<file path="src/rtl/core_mem_pkg.sv">
// Shared types for the core-to-memory arbiter: FSM state and transaction source encodings.
package core_mem_pkg;

    typedef enum logic [1:0] {
        IDLE   = 2'd0,
        I_BUSY = 2'd1,
        D_BUSY = 2'd2,
        RESP   = 2'd3
    } arb_state_t;

    typedef enum logic {
        SRC_I = 1'b0,
        SRC_D = 1'b1
    } arb_src_t;

endpackage

</file>
<file path="src/rtl/mem_arb_perf.sv">
// Saturating performance counters for the memory arbiter (only built with MEM_ARB_PERF_EN).
module mem_arb_perf #(
    parameter int CNT_W = 32
) (
    input  logic             clk,
    input  logic             reset,
    input  logic             i_iGrant,
    input  logic             i_dGrant,
    input  logic             i_iStall,
    output logic [CNT_W-1:0] o_iGrants,
    output logic [CNT_W-1:0] o_dGrants,
    output logic [CNT_W-1:0] o_iStall
);

    logic [CNT_W-1:0] r_iGrants;
    logic [CNT_W-1:0] r_dGrants;
    logic [CNT_W-1:0] r_iStall;

    // Each counter sticks at all-ones rather than wrapping back to zero.
    always_ff @(posedge clk or negedge reset) begin
        if (!reset) begin
            r_iGrants <= '0;
            r_dGrants <= '0;
            r_iStall  <= '0;
        end else begin
            if (i_iGrant && (r_iGrants != '1)) r_iGrants <= r_iGrants + 1'b1;
            if (i_dGrant && (r_dGrants != '1)) r_dGrants <= r_dGrants + 1'b1;
            if (i_iStall && (r_iStall  != '1)) r_iStall  <= r_iStall + 1'b1;
        end
    end

    assign o_iGrants = r_iGrants;
    assign o_dGrants = r_dGrants;
    assign o_iStall  = r_iStall;

endmodule

</file>
<file path="src/rtl/mem_arbiter.sv">
// Merges instruction fetches and data accesses onto one single-port memory bus, data first.
// Define MEM_ARB_PERF_EN to add saturating grant/stall performance counters.
module mem_arbiter
    import core_mem_pkg::*;
#(
    parameter int AW = 32,
    parameter int DW = 32
`ifdef MEM_ARB_PERF_EN
    ,
    parameter int CNT_W = 32
`endif
) (
    input  logic          clk,
    input  logic          reset,
    input  logic          flush,
    input  logic          i_req,
    input  logic [AW-1:0] i_addr,
    output logic          i_ack,
    output logic [DW-1:0] i_rdata,
    input  logic          d_req,
    input  logic          d_we,
    input  logic [AW-1:0] d_addr,
    input  logic [DW-1:0] d_wdata,
    output logic          d_ack,
    output logic [DW-1:0] d_rdata,
    output logic          mem_req,
    output logic          mem_we,
    output logic [AW-1:0] mem_addr,
    output logic [DW-1:0] mem_wdata,
    input  logic          mem_ack,
    input  logic [DW-1:0] mem_rdata
`ifdef MEM_ARB_PERF_EN
    ,
    output logic [CNT_W-1:0] perf_i_grants,
    output logic [CNT_W-1:0] perf_d_grants,
    output logic [CNT_W-1:0] perf_i_stall
`endif
);

    arb_state_t    r_state;
    arb_src_t      r_src;
    logic          r_kill;
    logic          r_memReq;
    logic          r_memWe;
    logic [AW-1:0] r_memAddr;
    logic [DW-1:0] r_memWdata;
    logic [DW-1:0] r_iRdata;
    logic [DW-1:0] r_dRdata;

    logic w_dGrant;
    logic w_iGrant;
    logic w_iKilled;

    assign w_dGrant  = (r_state == IDLE) && d_req;
    assign w_iGrant  = (r_state == IDLE) && !d_req && i_req && !flush;
    assign w_iKilled = r_kill || flush;

    // Bus side is fully registered; a flush seen on the completing edge still kills the fetch.
    always_ff @(posedge clk or negedge reset) begin
        if (!reset) begin
            r_state    <= IDLE;
            r_src      <= SRC_I;
            r_kill     <= 1'b0;
            r_memReq   <= 1'b0;
            r_memWe    <= 1'b0;
            r_memAddr  <= '0;
            r_memWdata <= '0;
            r_iRdata   <= '0;
            r_dRdata   <= '0;
        end else begin
            case (r_state)
                IDLE: begin
                    if (w_dGrant) begin
                        r_state    <= D_BUSY;
                        r_src      <= SRC_D;
                        r_memReq   <= 1'b1;
                        r_memWe    <= d_we;
                        r_memAddr  <= d_addr;
                        r_memWdata <= d_wdata;
                    end else if (w_iGrant) begin
                        r_state   <= I_BUSY;
                        r_src     <= SRC_I;
                        r_memReq  <= 1'b1;
                        r_memWe   <= 1'b0;
                        r_memAddr <= i_addr;
                    end
                end
                I_BUSY: begin
                    if (flush) r_kill <= 1'b1;
                    if (mem_ack) begin
                        r_state  <= RESP;
                        r_memReq <= 1'b0;
                        r_memWe  <= 1'b0;
                        if (!w_iKilled) r_iRdata <= mem_rdata;
                    end
                end
                D_BUSY: begin
                    if (mem_ack) begin
                        r_state  <= RESP;
                        r_memReq <= 1'b0;
                        r_memWe  <= 1'b0;
                        if (!r_memWe) r_dRdata <= mem_rdata;
                    end
                end
                RESP: begin
                    r_state <= IDLE;
                    r_kill  <= 1'b0;
                end
                default: r_state <= IDLE;
            endcase
        end
    end

    assign i_ack     = (r_state == RESP) && (r_src == SRC_I) && !r_kill;
    assign d_ack     = (r_state == RESP) && (r_src == SRC_D);
    assign i_rdata   = r_iRdata;
    assign d_rdata   = r_dRdata;
    assign mem_req   = r_memReq;
    assign mem_we    = r_memWe;
    assign mem_addr  = r_memAddr;
    assign mem_wdata = r_memWdata;

`ifdef MEM_ARB_PERF_EN
    mem_arb_perf #(
        .CNT_W(CNT_W)
    ) u_perf (
        .clk      (clk),
        .reset    (reset),
        .i_iGrant (w_iGrant),
        .i_dGrant (w_dGrant),
        .i_iStall (i_req && !i_ack),
        .o_iGrants(perf_i_grants),
        .o_dGrants(perf_d_grants),
        .o_iStall (perf_i_stall)
    );
`endif

endmodule

</file>
<file path="config.mk">
export PLATFORM = sky130hd
export DESIGN_NAME = mem_arbiter
export DESIGN_NICKNAME = d
export VERILOG_FILES = /design/src/rtl/core_mem_pkg.sv /design/src/rtl/mem_arb_perf.sv /design/src/rtl/mem_arbiter.sv
export SDC_FILE = /design/constraint.sdc
export NUM_CORES = 1
export LEC_CHECK = 0
export CORE_UTILIZATION = 45
export CTS_CLUSTER_SIZE = 20
export DETAILED_ROUTE_END_ITERATION = 8
export GPL_TIMING_DRIVEN = 0
export PLACE_DENSITY = 0.86
export RECOVER_POWER = 50
export SYNTH_ARGS = -nofsm -noshare
export SYNTH_HDL_FRONTEND = slang
export SYNTH_SLANG_ARGS = --single-unit
</file>
<file path="constraint.sdc">
create_clock -name clk -period 2.61 [get_ports clk]
set_input_delay 0.522 -clock clk [delete_from_list [all_inputs] [get_ports clk]]
set_output_delay 0.522 -clock clk [all_outputs]
set_load 0.01 [all_outputs]
</file>
==> flow_metrics.py <==
metrics = {
    "run_status": {
        "status": "finished with violations",
        "violations": "max-capacitance violations, max-slew violations",
    },
    "setup_path": {
        "path_buf_inv": 3,
        "cpMaxStageDelayCell": "dlygate4sd3_1",
        "regToRegSetupSlack_ps": 360,
        "slowest_delay_ps": 610,
        "path_max_fanout": 10,
        "arrival_ps": 2670,
        "r2r_start": "r_state[1]$_DFFE_PN0P_",
        "crit_type": "input port to register",
        "path_depth": 6,
        "end_kind": "register",
        "crit_path_cell_trace": "dlygate4sd3_1, nor2b_1, o21a_1, buf_4, clkbuf_1, mux2_4",
        "reg2reg_depth": 7,
        "required_ps": 2900,
        "r2r-end": "mem_wdata[20]$_DFFE_PN0P_",
        "crit_path_start_kind": "input port",
        "critical_path.top_delay_family": "buffers and inverters",
    },
    "cts": {
        "post_cts.repair.setup_buffers": 0,
        "root_buffer": "clkbuf_16",
        "path_clk_slew_ps": 60,
        "post_cts_hold_buffer_count": 0,
        "cts_buffers": 17,
        "clk_path_buf_depth": 2,
        "cts_tree": "yes",
        "cts.sinks": 134,
        "htreeDepth": 4,
        "insertion_delay_ps": 410,
        "cts.repair.resized": 0,
    },
    "layout": {
        "syn_to_final_growth_pct": 60.1,
        "final_layout_size_suffix_gt1_share_pct": 30.9,
        "instances_no_fill": 818,
        "layout.nets": 772,
    },
    "timing": {
        "worstMarginPinSlew_ps": 1920,
        "fin_worst_skew_ps": 3.63,
        "hold_ws_ps": 476,
        "fmaxAchievable_ghz": 0.421,
        "setup_viol": 0,
        "slew_violations": 73,
        "finalCritPeriodShare_pct": 90.9,
        "period_minus_slack_ps": 2370,
        "finalSetupTns_ps": 0,
        "worst_slack_ps": 237,
        "rsz0062_at_grt": "no",
        "relSlewSlack_pct": -27.7,
        "hold_violations": 0,
    },
    "power_and_ir_drop": {
        "pwr-share-comb_pct": 44.9,
        "powerDensity_mw_per_mm2": 1220,
        "p_leak_nw": 4.03,
        "p_sw_mw": 3.27,
        "clock_power_share_pct": 22.6,
        "p_int_mw": 8.15,
        "vdd_drop_max_mv": 0.757,
        "pwr-share-seq_pct": 32.6,
        "netSwitchingFraction_pct": 28.6,
    },
    "routing": {
        "route.vias.total": 3985,
        "first_pass_iters": 4,
        "route.detailed.drc": 0,
        "antenna_left": 0,
        "drtIter0Drc": 157,
        "wirelength_um": 14500,
        "wl_per_cell_um": 17.8,
        "viasPerCell": 4.87,
    },
    "global_route": {
        "antenna_found_initial": 1,
        "grtUsageTotal_pct": 22.5,
        "grt-ovfl-total": 0,
        "grt_pass1_wl_um": 22300,
        "grt_pass1_vias": 4400,
        "grt_max_degree": 74,
    },
    "floorplan": {
        "coreArea_sq_mm": 0.0127,
        "initial_utilization_pct": 46.2,
        "die_w_um": 116,
        "design.die.area_sq_mm": 0.0135,
        "top_level_ports": 267,
        "die_h_um": 116,
        "rows": 41,
    },
    "logic_synthesis": {
        "synthSimpleGateAreaFrac_pct": 1.62,
        "yosysTopAreaCellShare_pct": 57.2,
        "yosysMostFrequentCell": "dfrtp_1",
        "syn_inst": 346,
        "synth-adder-area-share_pct": 1.07,
        "yosys-mux-area-fraction_pct": 35.4,
        "synth_common_cells": "dfrtp_1 (134), mux2_2 (88), mux2_4 (64), buf_6 (8), mux2_1 (8)",
        "synth.top_cells.by_area": "dfrtp_1 (57%), mux2_2 (17%), mux2_4 (16%)",
        "synth_xor_area_share_pct": 0,
        "synth-seq-cells": 134,
        "syn_avg_cell_area_sq_um": 16.9,
        "synthFlopType": "dfrtp_1",
        "synth_edf_count": 0,
        "ys_types": 30,
        "synth_fp_nets": 486,
        "synth_top_family_by_area": "multiplexers",
        "synth_compound_area_share_pct": 1.11,
        "yosysTopAreaCell": "dfrtp_1",
        "async_flop_share_pct": 100,
        "synth-seq-area-share_pct": 57.2,
        "syn_area_sq_mm": 0.00586,
        "synth_warnings": 0,
    },
    "min_path": {
        "hp-start": "i_rdata[1]$_DFFE_PN0P_",
        "timing.hold.worst_path_depth": 1,
        "hold_class": "register to register",
        "hold_end": "i_rdata[1]$_DFFE_PN0P_",
    },
    "placed_design": {
        "globalplace.congestion": 0.763,
        "dp_hpwl_um": 10800,
        "dp.cells": 785,
        "portBuffers": 266,
        "post-place-ws_ps": 230,
    },
    "job": {
        "cap_viol_max_count": 1,
    },
}
registers in the layout, indices dropped and copies added, names as in the netlist:
register,count
mem_req,1
mem_we,1
i_rdata,32
r_state,2
mem_wdata,32
d_rdata,32
r_kill,1
r_src,1
mem_addr,32
cells by family after synthesis:
kind of cell	count (synthesis)
multiplexers	163
AO/OA/AOI/OAI	9
adder cells (fa/ha/maj)	5
flip-flops	134
buffers and inverters	22
AND/OR/NAND/NOR	13
cell usage in the layout (no fill, tap or decap), types with 2 or more instances in the layout:
| cell type | count |
|---|---|
| o21ai_0 | 2 |
| inv_1 | 3 |
| clkbuf_1 | 8 |
| buf_12 | 3 |
| buf_4 | 3 |
| clkbuf_8 | 5 |
| mux2_2 | 88 |
| ha_1 | 5 |
| nand3_1 | 2 |
| bufinv_16 | 4 |
| clkdlybuf4s50_1 | 241 |
| mux2_4 | 64 |
| clkbuf_16 | 17 |
| mux2_1 | 8 |
| nand2_1 | 2 |
| a2bb2oi_1 | 2 |
| clkinvlp_4 | 2 |
| dfrtp_1 | 134 |
| mux2i_1 | 3 |
| dlygate4sd3_1 | 24 |
| buf_6 | 7 |
worst max path at each step:
stage | to | from | slack (ps)
after floorplan | mem_addr[29]$_DFFE_PN0P_ | r_state[0]$_DFFE_PN0P_ | 820
after global placement | mem_addr[3]$_DFFE_PN0P_ | reset | -3990
after detailed placement | i_rdata[5]$_DFFE_PN0P_ | mem_ack | 230
after CTS | i_ack | r_state[0]$_DFFE_PN0P_ | 280
after global routing | mem_addr[31]$_DFFE_PN0P_ | flush | 120
final | mem_addr[31]$_DFFE_PN0P_ | flush | 240
area by class of cell:
class	instances	area, sq um
Sequential cell	134	3350
Buffer	18	180
Clock buffer	25	505
Timing Repair Buffer	267	2690
Antenna cell	1	2.50
Tap cell	172	215
Multi-Input combinational cell	190	2280
Fill cell	832	3290
Clock inverter	7	140
Inverter	4	15.0
worst register-to-register path, cell delays in order, from the launching register on:
cell and delay, ps:
dfrtp_1 390, inv_1 140, ha_1 270, and2_0 180
buf_6 150, buf_6 160, clkbuf_1 430, mux2_2 410
through the flow:
| step | util, % | cell area (sq um) | power (mW) |
|---|---|---|---|
| floorplan | - | 5860 | 6.19 |
| global placement | 68.9 | 8740 | 8.80 |
| detailed placement | 69.2 | 8760 | 9.00 |
| CTS | 74.3 | 9410 | 11.7 |
| global route | 74.0 | 9380 | 12.0 |
| finish | 74.0 | 9380 | 11.4 |
power by group through the flow:
stage	sequential [mW]	clock, mW	combinational (mW)
2_1_floorplan	4.17	0	2.02
3_3_place_gp	3.68	0	5.12
3_5_place_dp	3.75	0	5.25
4_1_cts	3.74	2.63	5.29
5_1_grt	3.85	2.72	5.46
6_report	3.72	2.58	5.13
layer usage:
metal	share of wire, %	up-vias	GRT usage (%)
met2	53	169	40.8
met3	8.2	27	9.03
met5	0	-	0
met4	2.3	0	9.57
li1	-	1806	-
met1	36	1983	22.8
No activity file was read; power rests on OpenSTA's default activity.
